$ cat config.mk
export PLATFORM = sky130hd
export DESIGN_NAME = moxie_fetch_seq
export DESIGN_NICKNAME = d
export VERILOG_FILES = /design/src/rtl/moxie_fetch_seq.sv
export SDC_FILE = /design/constraint.sdc
export NUM_CORES = 1
export LEC_CHECK = 0
export BUFFER_PORTS_ARGS = -buffer_cell sky130_fd_sc_hd__buf_4
export CORE_AREA = 2 2 86 88
export DETAILED_ROUTE_END_ITERATION = 6
export DIE_AREA = 0 0 88 90
export PLACE_DENSITY_LB_ADDON = 0.25
export SLEW_MARGIN = 20
export SYNTH_ARGS = -nofsm -noshare
export SYNTH_HDL_FRONTEND = slang
export SYNTH_SLANG_ARGS = --single-unit
$ cat constraint.sdc
create_clock -name clk_i -period 8.1 [get_ports clk_i]
set_input_delay 2.43 -clock clk_i [delete_from_list [all_inputs] [get_ports clk_i]]
set_output_delay 2.43 -clock clk_i [all_outputs]
set_load 0.005 [all_outputs]
$ cat src/rtl/moxie_fetch_seq.sv
// Moxie instruction fetch sequencer: fills a 6-byte window from a byte-wide
// memory, presents it to the decoder and advances by the accepted length.
module moxie_fetch_seq #(
  parameter int unsigned       ADDR_W     = 17,
  parameter logic [ADDR_W-1:0] LIMIT_ADDR = 17'h01F40
) (
  input  logic              clk_i,
  input  logic              rst_i,
  input  logic              start_i,
  input  logic [ADDR_W-1:0] start_addr_i,
  output logic              mem_req_o,
  output logic [ADDR_W-1:0] mem_addr_o,
  input  logic              mem_ack_i,
  input  logic [7:0]        mem_data_i,
  output logic              valid_o,
  output logic [15:0]       insn_o,
  output logic [31:0]       data_o,
  input  logic              ready_i,
  input  logic [2:0]        len_i,
  output logic [ADDR_W-1:0] ptr_o,
  output logic              busy_o,
  output logic              done_o,
  output logic              err_o,
  output logic [1:0]        state_o
);

  // Handshakes: a memory byte transfers on a cycle with mem_req_o && mem_ack_i,
  // and mem_addr_o holds until then; a window transfers on a cycle with
  // valid_o && ready_i, and insn_o/data_o hold until then.
  typedef enum logic [1:0] {
    S_IDLE    = 2'd0,
    S_FETCH   = 2'd1,
    S_PRESENT = 2'd2,
    S_DONE    = 2'd3
  } state_e;

  state_e            state_q, state_d;
  logic [ADDR_W-1:0] ptr_q, ptr_d;
  logic [2:0]        cnt_q, cnt_d;
  logic [5:0][7:0]   win_q, win_d;
  logic              err_q, err_d;

  logic              start_ok;
  logic              accept;
  logic              len_ok;
  logic              last_byte;
  logic [ADDR_W-1:0] ptr_next;

  assign start_ok  = start_i && ((state_q == S_IDLE) || (state_q == S_DONE));
  assign accept    = (state_q == S_PRESENT) && ready_i;
  assign len_ok    = (len_i != 3'd0) && (len_i != 3'd7);
  assign last_byte = (cnt_q == 3'd5);
  assign ptr_next  = ptr_q + ADDR_W'(len_i);

  always_ff @(posedge clk_i) begin
    if (rst_i) begin
      state_q <= S_IDLE;
      ptr_q   <= '0;
      cnt_q   <= '0;
      win_q   <= '0;
      err_q   <= 1'b0;
    end else begin
      state_q <= state_d;
      ptr_q   <= ptr_d;
      cnt_q   <= cnt_d;
      win_q   <= win_d;
      err_q   <= err_d;
    end
  end

  always_comb begin
    state_d = state_q;
    case (state_q)
      S_IDLE, S_DONE: begin
        if (start_ok) state_d = S_FETCH;
      end
      S_FETCH: begin
        if (mem_ack_i && last_byte) state_d = S_PRESENT;
      end
      S_PRESENT: begin
        if (accept) begin
          // Wrapped pointer is compared unsigned, so a wrap past the top lands low.
          if (!len_ok || (ptr_next > LIMIT_ADDR)) state_d = S_DONE;
          else                                    state_d = S_FETCH;
        end
      end
      default: state_d = S_IDLE;
    endcase
  end

  always_comb begin
    ptr_d = ptr_q;
    cnt_d = cnt_q;
    win_d = win_q;
    err_d = err_q;
    if (start_ok) begin
      ptr_d = start_addr_i;
      cnt_d = 3'd0;
      err_d = 1'b0;
    end else if ((state_q == S_FETCH) && mem_ack_i) begin
      // Byte 0 lands in the top lane so the window reads big-endian.
      win_d[3'd5 - cnt_q] = mem_data_i;
      cnt_d               = cnt_q + 3'd1;
    end else if (accept) begin
      cnt_d = 3'd0;
      if (len_ok) ptr_d = ptr_next;
      else        err_d = 1'b1;
    end
  end

  always_comb begin
    mem_req_o = 1'b0;
    valid_o   = 1'b0;
    busy_o    = 1'b0;
    done_o    = 1'b0;
    case (state_q)
      S_FETCH: begin
        mem_req_o = 1'b1;
        busy_o    = 1'b1;
      end
      S_PRESENT: begin
        valid_o = 1'b1;
        busy_o  = 1'b1;
      end
      S_DONE:  done_o = 1'b1;
      default: ;
    endcase
  end

  assign mem_addr_o = ptr_q + ADDR_W'(cnt_q);
  assign insn_o     = win_q[5:4];
  assign data_o     = win_q[3:0];
  assign ptr_o      = ptr_q;
  assign err_o      = err_q;
  assign state_o    = state_q;

endmodule

==> out/qor.yml <==
cells_and_area:
  layout.cells.non_filler: 636
  final_nets: 578
  num-fill-cells: 583
  area.growth.synth_to_final_pct: 29.6
  fin_util_pct: 68.7
  drive_above_1_share_pct: 27.4
  diodes: 0
  multi_input_area_um2: 2140
  regArea_um2: 1420
synthesis:
  synthFlopType: "dfxtp_1"
  synth_seq_area_share_pct: 38.2
  syn-cell-area_um2: 3720
  synth.distinct_cells: 50
  syn_area_per_cell_um2: 8.69
  yosys_warnings: 0
  synthArstFlopShare_pct: 0
  ys_ff_latch: 71
  syn-instance-count: 428
  synth_edf_count: 0
  synth.net_count: 474
global_routing:
  grt_max_degree: 73
  overflow: 0
  grt.met2_usage_pct: 40.0
  gr-usage-met3_pct: 7.35
  antenna_found_initial: 0
  track_usage_pct: 25.3
  grt_pass1_vias: 3403
  gr-max-usage-layer: "met2"
  grt_util_met1_pct: 33.0
  grt_pass1_wl_um: 15900
power_and_ir_drop:
  pwr-share-clk_pct: 30.6
  sequentialPowerShare_pct: 45.8
  combPwrFrac_pct: 23.6
  max-vdd-ir-drop_uv: 137
  power_density_nw_per_um2: 187
  total_power_mw: 0.901
  p_int_mw: 0.597
  swShare_pct: 33.7
  leakagePower_nw: 2.13
  p_sw_mw: 0.304
sta:
  fmax_mhz: 197
  setup_violations: 0
  period_share_pct: 62.5
  tightest_slew_ns: 1.00
  finalHoldViolCount: 0
  grt_setup_unrepaired: "false"
  relSlewSlack_pct: 33.1
  skew_ns: 0.0141
  maxSlewViolCount: 0
  layout_setup_ws_ns: 3.03
  period_needed_ns: 5.07
  fin_setup_tns_ns: 0
route:
  vias: 3385
  antenna_left: 0
  vias_per_cell: 5.32
  initialDrtViolationCount: 194
  drt_first_pass_iters: 4
  wl_um: 9660
  wl_per_cell_um: 15.2
  drc: 0
floorplanning:
  die_h_um: 90
  start_util_pct: 53.0
  io-pin-count: 122
  dieArea_um2: 7920
  die_width_um: 88
  core-area_um2: 7020
  rows: 31
critical_path:
  end_kind: "primary output"
  crit_type: "reg2out"
  slowest_stage: "dfxtp_1"
  crit_path_cell_trace: "ha_1 -> inv_1 -> fa_1 -> inv_1 -> a21oi_1 -> nor2_1 -> nand2_1 -> nor2_1 -> xor2_1 -> buf_4"
  path_max_fanout: 11
  crit_arrival_ns: 2.64
  critPathMaxStageDelay_ns: 0.58
  critPathRequiredTime_ns: 5.67
  start_kind: "flop"
outcome:
  status: "complete, no violations"
clocking:
  cts_setup_buffers: 0
  cts_max_level: 3
  clk_latency_ns: 0.35
  clk_pin_slew_ns: 0.09
  cts_buffers: 9
  root_buffer: "clkbuf_8"
  clock-sinks: 71
  cts-hold-fix-buffers: 0
  cts_buffer_depth: 2
  cts_resized: 0
  cts_tree: "yes"
run:
  cap_violations: 0
placed_design:
  portBuffers: 121
  place_hpwl_um: 7060
  gp_congestion: 0.892
  dpl_worst_slack_ns: 3.27
  placedCellCount: 620
min_path:
  min_path_type: "reg2reg"
placed cells by master (no fill, tap or decap), types with 3 or more instances in the layout:
master / n
mux2i_1: 52
buf_4: 121
xor2_1: 19
nand3_1: 9
inv_1: 12
dfxtp_1: 71
o21ai_0: 5
xnor2_1: 16
a21oi_1: 11
inv_6: 4
clkbuf_8: 9
nor3_2: 3
nand2b_1: 4
nor3_1: 11
ha_1: 11
nand2_1: 21
or3_1: 3
nor2_1: 94
and3_1: 3
a211oi_1: 16
per-layer routing:
metal	part of all wire [%]	up-vias	routed length [um]
met1	44	1590	4210
met4	1.6	0	150
met5	0	-	0
met2	48	103	4610
li1	-	1679	-
met3	7.1	13	684
sequential cells by signal (all words and copies together) (netlist names):
signal / cells
state_o: 2
data_o: 32
err_o: 1
cnt_q: 3
insn_o: 16
ptr_o: 17
Yosys cell counts, types with 4 or more instances:
cell type | n | share of area (%)
o21ai_0 | 5 | 0.67
a21oi_1 | 11 | 1.5
nand2_1 | 21 | 2.1
buf_2 | 7 | 0.94
clkbuf_1 | 20 | 2.0
xor2_1 | 19 | 4.5
mux2i_1 | 52 | 14
xnor2_1 | 16 | 3.8
a211oi_1 | 16 | 3.2
nor2_1 | 94 | 9.5
nor3_1 | 11 | 1.5
ha_1 | 11 | 3.7
nand3_1 | 9 | 1.2
nand2b_1 | 4 | 0.67
dfxtp_1 | 71 | 38
inv_1 | 12 | 1.2
power by group through the flow:
stage	Combinational, mW	Clock, mW	Sequential [mW]
finish	0.212	0.275	0.413
global route	0.237	0.295	0.418
CTS	0.213	0.280	0.413
detailed placement	0.213	0	0.421
global placement	0.208	0	0.420
floorplan	0.140	0	0.395
layout make-up:
class,instances,area share (%)
multi-input cells,317,44.3
flip-flops and latches,71,29.5
repair buffers,121,18.8
clock buffers,9,2.57
well taps,99,2.57
clock inverters,7,1.27
inverters,12,0.935
worst max-delay path: cells and delay by family (launching register included):
family	cells	cell delay [ns]
AOI/OAI and AO/OA	1	0.11
xor gates and xnor gates	1	0.17
buffers and inverters	3	0.27
and+or+nand+nor	3	0.50
DFF	1	0.58
adders and majority gates	2	0.64
stage by stage:
stage	instance area, um^2	hold WS [ns]
floorplan	3720	0.485
global placement	4630	0.476
detailed placement	4630	0.483
CTS	4820	0.507
global route	4820	0.528
finish	4820	0.502
path summary, 6_finish.rpt:
check | start | endpoint | slack [ns] | cells after the start
worst min-delay path | insn_o[6]$_SDFFE_PP0P_ | insn_o[6]$_SDFFE_PP0P_ | 0.50 | 2
worst max register to register | state_o[0]$_SDFFE_PP0P_ | insn_o[11]$_SDFFE_PP0P_ | 5.31 | 7
worst max-delay path | cnt_q[0]$_SDFFE_PP0P_ | mem_addr_o[14] | 3.03 | 10
worst min register to register | insn_o[6]$_SDFFE_PP0P_ | insn_o[6]$_SDFFE_PP0P_ | 0.50 | 2
cell families (layout without fill, tap and decap cells):
logic type | Yosys count | after routing | synth area share (%)
XOR/XNOR | 35 | 35 | 8.24
adder cells (fa/ha/maj) | 13 | 13 | 4.78
AND/OR/NAND/NOR | 168 | 168 | 21.0
multiplexers | 52 | 52 | 14.0
AO/OA/AOI/OAI | 49 | 49 | 9.29
buffers and inverters | 40 | 149 | 4.47
flip-flops | 71 | 71 | 38.2
Note: power is estimated with default switching activity, not from simulation.
